$ cat config.mk
export PLATFORM = sky130hd
export DESIGN_NAME = fp_issue_ctrl
export DESIGN_NICKNAME = d
export VERILOG_FILES = /design/src/rtl/fp_pkg.sv /design/src/rtl/fp_lat_lut.sv /design/src/rtl/fp_issue_ctrl.sv
export SDC_FILE = /design/constraint.sdc
export NUM_CORES = 1
export LEC_CHECK = 0
export ABC_AREA = 1
export BUFFER_PORTS_ARGS = -buffer_cell sky130_fd_sc_hd__buf_4
export CAP_MARGIN = 0
export CORE_ASPECT_RATIO = 0.9
export CORE_MARGIN = 2
export CORE_UTILIZATION = 30
export DETAILED_ROUTE_END_ITERATION = 8
export PLACE_DENSITY = 0.54
export SETUP_SLACK_MARGIN = 0.02
export SLEW_MARGIN = 25
export SYNTH_ARGS = -nofsm -noshare
export SYNTH_HDL_FRONTEND = slang
export SYNTH_SLANG_ARGS = --single-unit
$ cat constraint.sdc
create_clock -name in_clk -period 2.1 [get_ports in_clk]
set_input_delay 0.21 -clock in_clk [delete_from_list [all_inputs] [get_ports in_clk]]
set_output_delay 0.21 -clock in_clk [all_outputs]
set_load 0.05 [all_outputs]
$ cat src/rtl/fp_pkg.sv
// Shared FPU op codes, format codes, FSM encoding and field widths for the FP issue front end.
package fp_pkg;

    localparam int unsigned OP_W  = 4;
    localparam int unsigned RD_W  = 5;
    localparam int unsigned CNT_W = 4;

    localparam logic [OP_W-1:0] OP_ADDSUB = 4'h0;
    localparam logic [OP_W-1:0] OP_MUL    = 4'h1;
    localparam logic [OP_W-1:0] OP_DIV    = 4'h2;
    localparam logic [OP_W-1:0] OP_MINMAX = 4'h3;
    localparam logic [OP_W-1:0] OP_CMP    = 4'h4;
    localparam logic [OP_W-1:0] OP_SGNJ   = 4'h5;
    localparam logic [OP_W-1:0] OP_CVT    = 4'h6;
    localparam logic [OP_W-1:0] OP_INTCVT = 4'h7;

    localparam logic FMT_S = 1'b0;
    localparam logic FMT_D = 1'b1;

    typedef enum logic [1:0] {
        ST_IDLE = 2'd0,
        ST_EXEC = 2'd1,
        ST_RESP = 2'd2
    } state_e;

endpackage

$ cat src/rtl/fp_lat_lut.sv
// Op code to settle-latency lookup (returned as latency minus one) plus illegal-op detect.
module fp_lat_lut
    import fp_pkg::*;
#(
    parameter int unsigned LAT_ADDSUB = 3,
    parameter int unsigned LAT_MUL    = 4,
    parameter int unsigned LAT_DIV    = 12,
    parameter int unsigned LAT_MISC   = 1
) (
    input  logic [OP_W-1:0]  i_op,
    output logic [CNT_W-1:0] o_lat_m1_c,
    output logic             o_illegal_c
);

    // Codes 1000..1111 are illegal; every legal code not listed takes the misc latency.
    always_comb begin
        o_lat_m1_c  = CNT_W'(LAT_MISC - 1);
        o_illegal_c = i_op[OP_W-1];
        case (i_op)
            OP_ADDSUB: o_lat_m1_c = CNT_W'(LAT_ADDSUB - 1);
            OP_MUL:    o_lat_m1_c = CNT_W'(LAT_MUL - 1);
            OP_DIV:    o_lat_m1_c = CNT_W'(LAT_DIV - 1);
            default:   o_lat_m1_c = CNT_W'(LAT_MISC - 1);
        endcase
    end

endmodule

$ cat src/rtl/fp_issue_ctrl.sv
// FP issue controller: accepts one op, drives the FPU, waits its settle time, returns the result.
module fp_issue_ctrl
    import fp_pkg::*;
#(
    parameter int unsigned DATA_WIDTH = 64,
    parameter int unsigned LAT_ADDSUB = 3,
    parameter int unsigned LAT_MUL    = 4,
    parameter int unsigned LAT_DIV    = 12,
    parameter int unsigned LAT_MISC   = 1
) (
    input  logic                  in_clk,
    input  logic                  in_rst_n,
    input  logic                  in_req_valid,
    output logic                  out_req_ready,
    input  logic [OP_W-1:0]       in_req_op,
    input  logic                  in_req_fmt,
    input  logic [DATA_WIDTH-1:0] in_req_rs1,
    input  logic [DATA_WIDTH-1:0] in_req_rs2,
    input  logic [RD_W-1:0]       in_req_rd,
    input  logic                  in_flush,
    output logic [DATA_WIDTH-1:0] out_fpu_rs1,
    output logic [DATA_WIDTH-1:0] out_fpu_rs2,
    output logic [OP_W-1:0]       out_fpu_op,
    output logic                  out_fpu_fmt,
    input  logic [DATA_WIDTH-1:0] in_fpu_result,
    output logic                  out_rsp_valid,
    input  logic                  in_rsp_ready,
    output logic [DATA_WIDTH-1:0] out_rsp_data,
    output logic [RD_W-1:0]       out_rsp_rd,
    output logic                  out_rsp_illegal,
    output logic                  out_busy
);

    state_e                r_state;
    logic [CNT_W-1:0]      r_cnt;
    logic [DATA_WIDTH-1:0] r_fpu_rs1;
    logic [DATA_WIDTH-1:0] r_fpu_rs2;
    logic [OP_W-1:0]       r_fpu_op;
    logic                  r_fpu_fmt;
    logic [DATA_WIDTH-1:0] r_rsp_data;
    logic [RD_W-1:0]       r_rsp_rd;
    logic                  r_rsp_valid;
    logic                  r_rsp_illegal;
    logic                  r_live;

    logic [CNT_W-1:0]      w_lat_m1;
    logic                  w_illegal;
    logic                  w_req_ready;
    logic                  w_accept;

    fp_lat_lut #(
        .LAT_ADDSUB (LAT_ADDSUB),
        .LAT_MUL    (LAT_MUL),
        .LAT_DIV    (LAT_DIV),
        .LAT_MISC   (LAT_MISC)
    ) u_lat_lut (
        .i_op        (in_req_op),
        .o_lat_m1_c  (w_lat_m1),
        .o_illegal_c (w_illegal)
    );

    // Ready only in IDLE, never in a flush cycle, and not until the first clock after reset.
    assign w_req_ready = r_live && (r_state == ST_IDLE) && !in_flush;
    assign w_accept    = w_req_ready && in_req_valid;

    // Sequencer: IDLE -> EXEC (settle countdown) -> RESP (hold until consumed); flush wins.
    always_ff @(posedge in_clk or negedge in_rst_n) begin
        if (!in_rst_n) begin
            r_state       <= ST_IDLE;
            r_cnt         <= '0;
            r_fpu_rs1     <= '0;
            r_fpu_rs2     <= '0;
            r_fpu_op      <= '0;
            r_fpu_fmt     <= 1'b0;
            r_rsp_data    <= '0;
            r_rsp_rd      <= '0;
            r_rsp_valid   <= 1'b0;
            r_rsp_illegal <= 1'b0;
            r_live        <= 1'b0;
        end else begin
            r_live <= 1'b1;
            if (in_flush) begin
                r_state       <= ST_IDLE;
                r_rsp_valid   <= 1'b0;
                r_rsp_illegal <= 1'b0;
            end else begin
                case (r_state)
                    ST_IDLE: begin
                        if (w_accept) begin
                            r_fpu_rs1 <= in_req_rs1;
                            r_fpu_rs2 <= in_req_rs2;
                            r_fpu_op  <= in_req_op;
                            r_fpu_fmt <= in_req_fmt;
                            r_rsp_rd  <= in_req_rd;
                            if (w_illegal) begin
                                r_rsp_data    <= '0;
                                r_rsp_illegal <= 1'b1;
                                r_rsp_valid   <= 1'b1;
                                r_state       <= ST_RESP;
                            end else begin
                                r_cnt   <= w_lat_m1;
                                r_state <= ST_EXEC;
                            end
                        end
                    end
                    ST_EXEC: begin
                        if (r_cnt == '0) begin
                            r_rsp_data    <= in_fpu_result;
                            r_rsp_illegal <= 1'b0;
                            r_rsp_valid   <= 1'b1;
                            r_state       <= ST_RESP;
                        end else begin
                            r_cnt <= r_cnt - CNT_W'(1);
                        end
                    end
                    ST_RESP: begin
                        if (in_rsp_ready) begin
                            r_rsp_valid <= 1'b0;
                            r_state     <= ST_IDLE;
                        end
                    end
                    default: r_state <= ST_IDLE;
                endcase
            end
        end
    end

    assign out_req_ready   = w_req_ready;
    assign out_fpu_rs1     = r_fpu_rs1;
    assign out_fpu_rs2     = r_fpu_rs2;
    assign out_fpu_op      = r_fpu_op;
    assign out_fpu_fmt     = r_fpu_fmt;
    assign out_rsp_valid   = r_rsp_valid;
    assign out_rsp_data    = r_rsp_data;
    assign out_rsp_rd      = r_rsp_rd;
    assign out_rsp_illegal = r_rsp_illegal;
    assign out_busy        = (r_state != ST_IDLE);

endmodule

* Word level (Yosys, flattened, before mapping) *
Index checks and enable logic that the tools add are counted.

word-level totals
  bits in registers = 211
  bits of input ports = 207
  output and inout bits = 206
  word-level logic and storage cells = 67

operators by class
  add/sub/neg operators = 1
  eq/ne operators = 13
  muxes and demuxes = 24
  bitwise logic cells = 1
  reduce and logical (&&, ||, !) cells = 17

operators with widths
  cell                   count
  $mux W64               3
  $pmux W64 S2           1
  $reduce_and A5 Y1      3
  $mux W4                3
  $ne A3 B3 Y1 const B   4
  $pmux W4 S3            1
  $mux W2                5
  $ne A2 B2 Y1 const B   5
  $logic_not A4 Y1       2
  $pmux W4 S2            1
  $mux W1                7
  $pmux W2 S3            1
  $reduce_and A3 Y1      2
  $eq A4 B1 Y1 const B   1
  $eq A4 B2 Y1 const B   1
  $reduce_and A4 Y1      1
  $reduce_bool A2 Y1     2
  $reduce_bool A4 Y1     1
  $sub A4 B1 Y4 const B  1
  $logic_and A1 B1 Y1    3
  $pmux W1 S3            1
  $reduce_bool A3 Y1     1
  $eq A2 B1 Y1 const B   1
  $eq A2 B2 Y1 const B   1
  4 further kinds        4

* Longest topological paths before layout *
Gate-level depths: netlist of run 1.

  depth after elaboration = 7
  mapped depth = 11
  gate-level depth less buffers = 10

* Modules after synthesis *
Synthesis of run 1 repeated with hierarchy kept, for this count alone.

unflattened totals
  cells, all modules = 667
  area total of the unflattened synthesis = 8,395.6 sq um

by module, submodules not included
  module         instances  cells each  area an instance (sq um)  sequential area each (sq um)
  fp_issue_ctrl  1          655         8,338.0                   5,280.1
  fp_lat_lut     1          12          57.6                      0.0

* Worst setup path before layout of run 1 *
OpenSTA, ideal clock, no wires.

  path type = reg2reg
  start point = register r_state[0]
  end point = register r_cnt[0]
  library setup time = 127 ps
  arrival time = 1,930 ps
  data required time = 1,973 ps
  setup slack = 43 ps
  stages on the path, launching flop included = 11
  buffers on the path = 1
  period minus slack after synthesis = 2,057 ps
  cell sequence = dfrtp_1 inv_1 ha_1 buf_4 nand2_1 nor2_1 nand3_1 nand2_1 nand2_1 inv_1 o21ai_0

between the ends
  longest elaborated chain between the ends = 6
  elaborated cells between the ends (all ways) = 11
  those cells by class = 4 x eq/ne; 1 x mux; 6 x reduce/logical

ends and longest elaborated chain
  element                             line                  text
  start: declaration                  fp_issue_ctrl.sv:34   state_e r_state;
  start signal: assignment            fp_issue_ctrl.sv:69   r_state <= ST_IDLE;
  start signal: assignment            fp_issue_ctrl.sv:83   r_state <= ST_IDLE;
  start signal: assignment            fp_issue_ctrl.sv:99   r_state <= ST_RESP;
  $logic_not A2 Y1                    fp_issue_ctrl.sv:63   assign w_req_ready = r_live && (r_state == ST_IDLE) && !in_flush;
  $logic_and A1 B1 Y1 (2 in series)   fp_issue_ctrl.sv:63
  net out_req_ready                   fp_issue_ctrl.sv:14   output logic out_req_ready,
  $logic_and A1 B1 Y1                 fp_issue_ctrl.sv:64   assign w_accept = w_req_ready && in_req_valid;
  $ne A2 B2 Y1 (no source line)       --
  $reduce_and A5 Y1 (no source line)  --
  end signal: assignment              fp_issue_ctrl.sv:101  r_cnt <= w_lat_m1;
  end signal: assignment              fp_issue_ctrl.sv:113  r_cnt <= r_cnt - CNT_W'(1);
  end: declaration                    fp_issue_ctrl.sv:35   logic [CNT_W-1:0] r_cnt;

The timed path passes the listed nets, and every way through them passes these cells.
A chain may end at the register's enable or synchronous reset.

* Worst setup path after layout of run 1 *
  start point = register r_state[0]
  end point = output out_req_ready

between the ends
  longest elaborated chain between the ends = 3

ends and longest elaborated chain
  element                            line
  $logic_not A2 Y1                   fp_issue_ctrl.sv:63
  $logic_and A1 B1 Y1 (2 in series)  fp_issue_ctrl.sv:63
  end: declaration                   fp_issue_ctrl.sv:14

Every way passes these cells.

==> reports/results.ini, run 1 <==
[sta]
drv_slew=0
setup-tns-final_ps=0
period_share_pct=90.2
final-hold-violation-count=0
timing.final.ws_setup_ps=207
finalSetupViolCount=0
rsz0062_at_grt=false
max_freq_mhz=528
worst_clock_skew_ps=9.25
final_period_minus_worst_setup_slack_ps=1890

[finish]
antenna_cells_inserted=0
layout_common_cells=sky130_fd_sc_hd__buf_4, sky130_fd_sc_hd__dfrtp_1, sky130_fd_sc_hd__dlygate4sd3_1
syn_to_final_growth_pct=75.9
final_nets=1495
finalCoreUtilization_pct=54.1
fraction_of_layout_cells_with_a_size_suffix_above_1_pct=41.0
fillers=2267
mostFrequentLayoutCell=sky130_fd_sc_hd__buf_4

[setup_path]
worstPathArrival_ps=1680
crit_path_end_kind=output port
startpoint_type=flop
critical_path_class=reg -> out
worstPathMaxFanout=7
crit_required_ps=1890

[flow_run]
drv.max_cap_violation_count=0

[clock_network]
number_of_buffers_created_by_cts=24
tritoncts=done
clock-sinks=211
cts_buffer_depth=3
clkTransAtPathRegs_ps=60
clk_root_buffer_cell=sky130_fd_sc_hd__clkbuf_16
htreeDepth=1
worst_skew_pair.late_latency_ps=510

[power_and_ir_drop]
p_total_uw=23900
max-vdd-ir-drop_uv=795
p_leak_uw=0.00701
p_per_area_nw_per_um2=1630

[floorplan]
die_w_um=180
dieHeight_um=162
dieArea_um2=29200
rows=57
fp.coreArea_um2=27200
initial_utilization_pct=30.8
num_io_pins=413

[synth]
seq_area_frac_synth_pct=63.2
yosys_register_bits=211
syn_area_cell_um2=12.6
yosys.area.top_type=sky130_fd_sc_hd__dfrtp_1
post-synth-top-area-fraction_pct=63.2
netlist_area_um2=8360
synth.top_cells.by_area=sky130_fd_sc_hd__dfrtp_1, sky130_fd_sc_hd__mux2_1, sky130_fd_sc_hd__nand2_1
synth.yosys.warnings=0
postSynthNetCount=874
yosysUniqueCellTypes=23
syn-instance-count=662

[place]
detailedPlace.worstSlack_ps=207
hpwlAfterDp_um=18600
port-buffer-count=412
place_congestion=0.779

[routing]
detail_route.vias_per_cell=4.33
wl_per_cell_um=16.2
wl_um=26700
num_vias=7147
drt_first_pass_iters=4
drt-initial-drc-count=254
antenna_nets_post_route=0
remaining_drc_errors=0

[grt]
grt_max_degree=65
grt-ovfl-total=0
global_route_wire_length_before_repair_um=41600
grtUsageTotal_pct=17.8
grt_pass1_vias=7441
grt_antenna_before_repair=0

[worst_hold_path]
hold_class=in -> reg

[run_status]
outcome=finished clean

[area by class of cell]
class                      count  area [µm²]  share of cell area, %
clock buffer                  35         693                   4.72
clock inverter                 4        73.8                  0.502
inverter                      14        52.6                  0.358
multi-input combinational    398        2750                   18.7
sequential                   211        5280                   35.9
tap                          354         443                   3.01
timing repair buffer         634        5400                   36.8
[final timing paths]
path,start,endpoint,slack (ps),cells past startpoint
worst max-delay path,r_state[0],out_req_ready,210,5
worst min register to register,out_rsp_data[31],out_rsp_data[31],480,2
min in group asynchronous,in_rst_n,out_fpu_rs1[6],210,2
worst max register to register,r_state[0],out_rsp_data[16],250,10
worst min-delay path,in_fpu_result[29],out_rsp_data[29],30,3
max in group asynchronous,in_rst_n,out_rsp_data[24],1270,3
[state kept, by name, indices dropped and copies added, names as in the netlist]
signal           cells
r_cnt                4
out_rsp_valid        1
out_fpu_rs2         64
out_rsp_illegal      1
out_rsp_data        64
out_fpu_rs1         64
r_live               1
out_fpu_op           4
r_state              2
out_fpu_fmt          1
out_rsp_rd           5
[worst max-delay path, cell delays in order, from the launching register on]
cell	delay (ps)
sky130_fd_sc_hd__dfrtp_1	400
sky130_fd_sc_hd__inv_1	90
sky130_fd_sc_hd__ha_2	270
sky130_fd_sc_hd__nand2_1	70
sky130_fd_sc_hd__nor2_1	120
sky130_fd_sc_hd__buf_4	230
[cell families after synthesis]
group | Yosys count | synth area share (%)
compound gates | 76 | 5.02
fa+ha+maj | 5 | 0.749
mux | 136 | 18.3
xor+xnor | 1 | 0.105
other cells | 1 | 0.0449
simple gates | 179 | 8.61
buf+inv | 53 | 3.95
flops | 211 | 63.2
[repair_timing]
action / CTS / global route
resized for setup: 0 / 1
hold buffers: 200 / 0
setup endpoints to repair: 0 / 13
setup buffers: 0 / 0
endpoints found under the hold margin: 310 / 0
[cell usage after synthesis]
library cell	n
sky130_fd_sc_hd__dfrtp_1	211
sky130_fd_sc_hd__nand2_1	155
sky130_fd_sc_hd__mux2_1	85
sky130_fd_sc_hd__o21ai_1	54
sky130_fd_sc_hd__mux2_2	51
sky130_fd_sc_hd__inv_1	13
sky130_fd_sc_hd__nand3_1	13
sky130_fd_sc_hd__buf_2	12
sky130_fd_sc_hd__buf_4	11
sky130_fd_sc_hd__buf_6	10
sky130_fd_sc_hd__o21ai_0	10
sky130_fd_sc_hd__o21ai_2	10
sky130_fd_sc_hd__clkbuf_1	6
sky130_fd_sc_hd__ha_1	5
sky130_fd_sc_hd__nor2_1	5
sky130_fd_sc_hd__nand4_1	4
sky130_fd_sc_hd__a21oi_1	1
sky130_fd_sc_hd__conb_1	1
sky130_fd_sc_hd__inv_2	1
sky130_fd_sc_hd__nand3b_1	1
sky130_fd_sc_hd__nand4_4	1
sky130_fd_sc_hd__o22ai_1	1
sky130_fd_sc_hd__xor2_1	1
[power breakdown]
part           leakage, µW  switching [µW]  total, µW  internal [µW]
Clock             0.000375            1610       4130           2510
Sequential         0.00265             941       6800           5860
Combinational      0.00399            8870      13000           4090
Total              0.00701           11400      23900          12500
[through the flow]
step	hold WS (ps)	cell area [µm²]	instances
after floorplan	-85.6	8360	662
after global placement	173	11900	1411
after detailed placement	170	11900	1411
after CTS	7.90	14700	1650
after global routing	17.4	14700	1650
final	26.5	14700	1650
[per-layer routing]
layer  share of wire, %  global-route usage, %
met5                  0                      0
met4                2.8                   5.36
met2                 48                   30.1
met3                8.5                   5.43
met1                 41                   22.1
Note: power is estimated with default switching activity, not from simulation.
==> run 2, diff against run 1 <==
Settings changed: CELL_PAD_IN_SITES_DETAIL_PLACEMENT from default to 1, CELL_PAD_IN_SITES_GLOBAL_PLACEMENT from default to 2, PLACE_DENSITY 0.54 to 0.83.
Clock period 2.1 ns to 2.37 ns, I/O delays scaled along.
==> reports/results.ini, run 2 (synthesis gave the netlist of run 1 again) <==
[finish]
fillers=2851
layout_common_cells=sky130_fd_sc_hd__buf_4, sky130_fd_sc_hd__dfrtp_1, sky130_fd_sc_hd__dlygate4sd3_1
syn_to_final_growth_pct=74.7
mostFrequentLayoutCell=sky130_fd_sc_hd__buf_4
fraction_of_layout_cells_with_a_size_suffix_above_1_pct=41.2
final_cell_count_no_fill=1640
final_nets=1481

[place]
place_congestion=0.775
place_inst=1405
detailedPlace.worstSlack_ps=373
port-buffer-count=412
hpwlAfterDp_um=21100

[sta]
setup-tns-final_ps=0
worst_clock_skew_ps=9.52
drv_slew=0
max_freq_mhz=494
timing.max_slew.rel_slack_pct=57.7
final-hold-violation-count=0
rsz0062_at_grt=false
final_period_minus_worst_setup_slack_ps=2030
period_share_pct=85.5
timing.final.ws_setup_ps=344
worst_pin_slew_ps=634
finalSetupViolCount=0

[clock_network]
clk_root_buffer_cell=sky130_fd_sc_hd__clkbuf_16
cts_buffer_depth=3
htreeDepth=1
number_of_buffers_created_by_cts=24
post_cts_resize_count=0
clkTransAtPathRegs_ps=60
clock-sinks=211
worst_skew_pair.late_latency_ps=510
tritoncts=done

[routing]
detail_route.vias_per_cell=4.56
wl_per_cell_um=20.7
drt_first_pass_iters=4
wl_um=33900
antenna_nets_post_route=0
remaining_drc_errors=0
drt-initial-drc-count=243
num_vias=7480

[setup_path]
timing.reg2reg.setup_slack_ps=350
r2r_cells=6
crit_required_ps=2130
crit_path_end_kind=output port
critical_path.max_stage_delay_ps=380
critical_path_class=reg -> out
timing.critical_path.from=r_state[1]
worstPathArrival_ps=1790
worst_path_max_delay_cell=sky130_fd_sc_hd__dfrtp_1
worstReg2RegStart=r_state[0]
crit_family=flip-flops
worstPathCellList=inv_1 -> ha_1 -> nand2_1 -> nor2_1 -> buf_4
reg2reg_to=out_fpu_rs1[38]
worstPathBufferInverterCount=2
worstPathMaxFanout=7
startpoint_type=flop

[grt]
global_route_wire_length_before_repair_um=51900
grt-ovfl-total=0
grtUsageTotal_pct=22.9
grt_antenna_before_repair=1
grt_max_degree=75
grt_pass1_vias=8524

[worst_hold_path]
timing.hold.worst_path_depth=3
hold-path-endpoint=out_rsp_data[47]
origin_of_the_worst_min_delay_path=in_fpu_result[47]
hold_class=in -> reg

[floorplan]
fp.coreArea_um2=27200
dieHeight_um=162
initial_utilization_pct=30.8
dieArea_um2=29200
num_io_pins=413
rows=57
die_w_um=180

[power_and_ir_drop]
p_leak_uw=0.00697
p_per_area_nw_per_um2=1490
max-vdd-ir-drop_uv=562

[run_status]
outcome=finished clean

[flow_run]
drv.max_cap_violation_count=0

==> run 2: cell count changes in the layout (fill, tap and decap cells not counted), moves of 3 or more <==
cell,before,now
sky130_fd_sc_hd__clkbuf_1,7,4
sky130_fd_sc_hd__buf_4,422,417
sky130_fd_sc_hd__dlygate4sd3_1,200,192
sky130_fd_sc_hd__clkinv_2,1,5
==> run 2: metrics by stage <==
| step | util [%] | hold slack [ps] | area, µm² | power [µW] |
|---|---|---|---|---|
| CTS | 53.7 | 1.05 | 14600 | 21700 |
| floorplan | - | -58.6 | 8360 | 13500 |
| finish | 53.7 | 26.3 | 14600 | 21800 |
| detailed placement | 43.7 | 268 | 11900 | 17500 |
| global placement | 43.7 | 271 | 11900 | 17300 |
| global route | 53.7 | 11.2 | 14600 | 22700 |
==> run 2: report_power, final <==
group / total [µW] / switching [µW] / internal (µW)
Clock: 3820 / 1520 / 2290
Combinational: 11800 / 8180 / 3590
Sequential: 6220 / 1020 / 5200
Total: 21800 / 10700 / 11100
==> run 2: area by class of cell <==
cell class | instances | area [µm²] | share of cell area (%)
sequential | 211 | 5280 | 36.2
tap | 354 | 443 | 3.03
clock inverter | 8 | 92.6 | 0.634
multi-input combinational | 398 | 2750 | 18.8
inverter | 14 | 52.6 | 0.360
clock buffer | 34 | 709 | 4.86
timing repair buffer | 620 | 5270 | 36.1
antenna | 1 | 2.50 | 0.0171
==> run 2: layer usage <==
metal	share of wire [%]	wire [µm]	up-vias	GRT usage [%]
li1	-	-	3428	-
met1	37	12700	3678	25.7
met2	51	17400	315	41.6
met3	7.6	2600	59	6.61
met4	3.6	1240	0	7.69
met5	0	0	-	0
==> run 2: worst max-delay path by stage <==
stage	to	slack (ps)	cells after the start
2_1_floorplan	r_cnt[0]	310	10
5_1_grt	out_rsp_data[33]	120	10
6_report	out_req_ready	340	5
3_3_place_gp	out_fpu_rs1[18]	460	6
3_5_place_dp	out_rsp_data[0]	370	10
4_1_cts	out_req_ready	300	5
==> run 2: what timing repair did <==
item                                   CTS  global route
setup buffers                            0             0
endpoints found under the hold margin  259             0
hold buffers                           192             0
==> run 2: worst min-delay path: cells and delay by family <==
family                 cells  cell delay [ps]
buffers and inverters      1              110
AND/OR/NAND/NOR            1               70
AO/OA/AOI/OAI              1               70
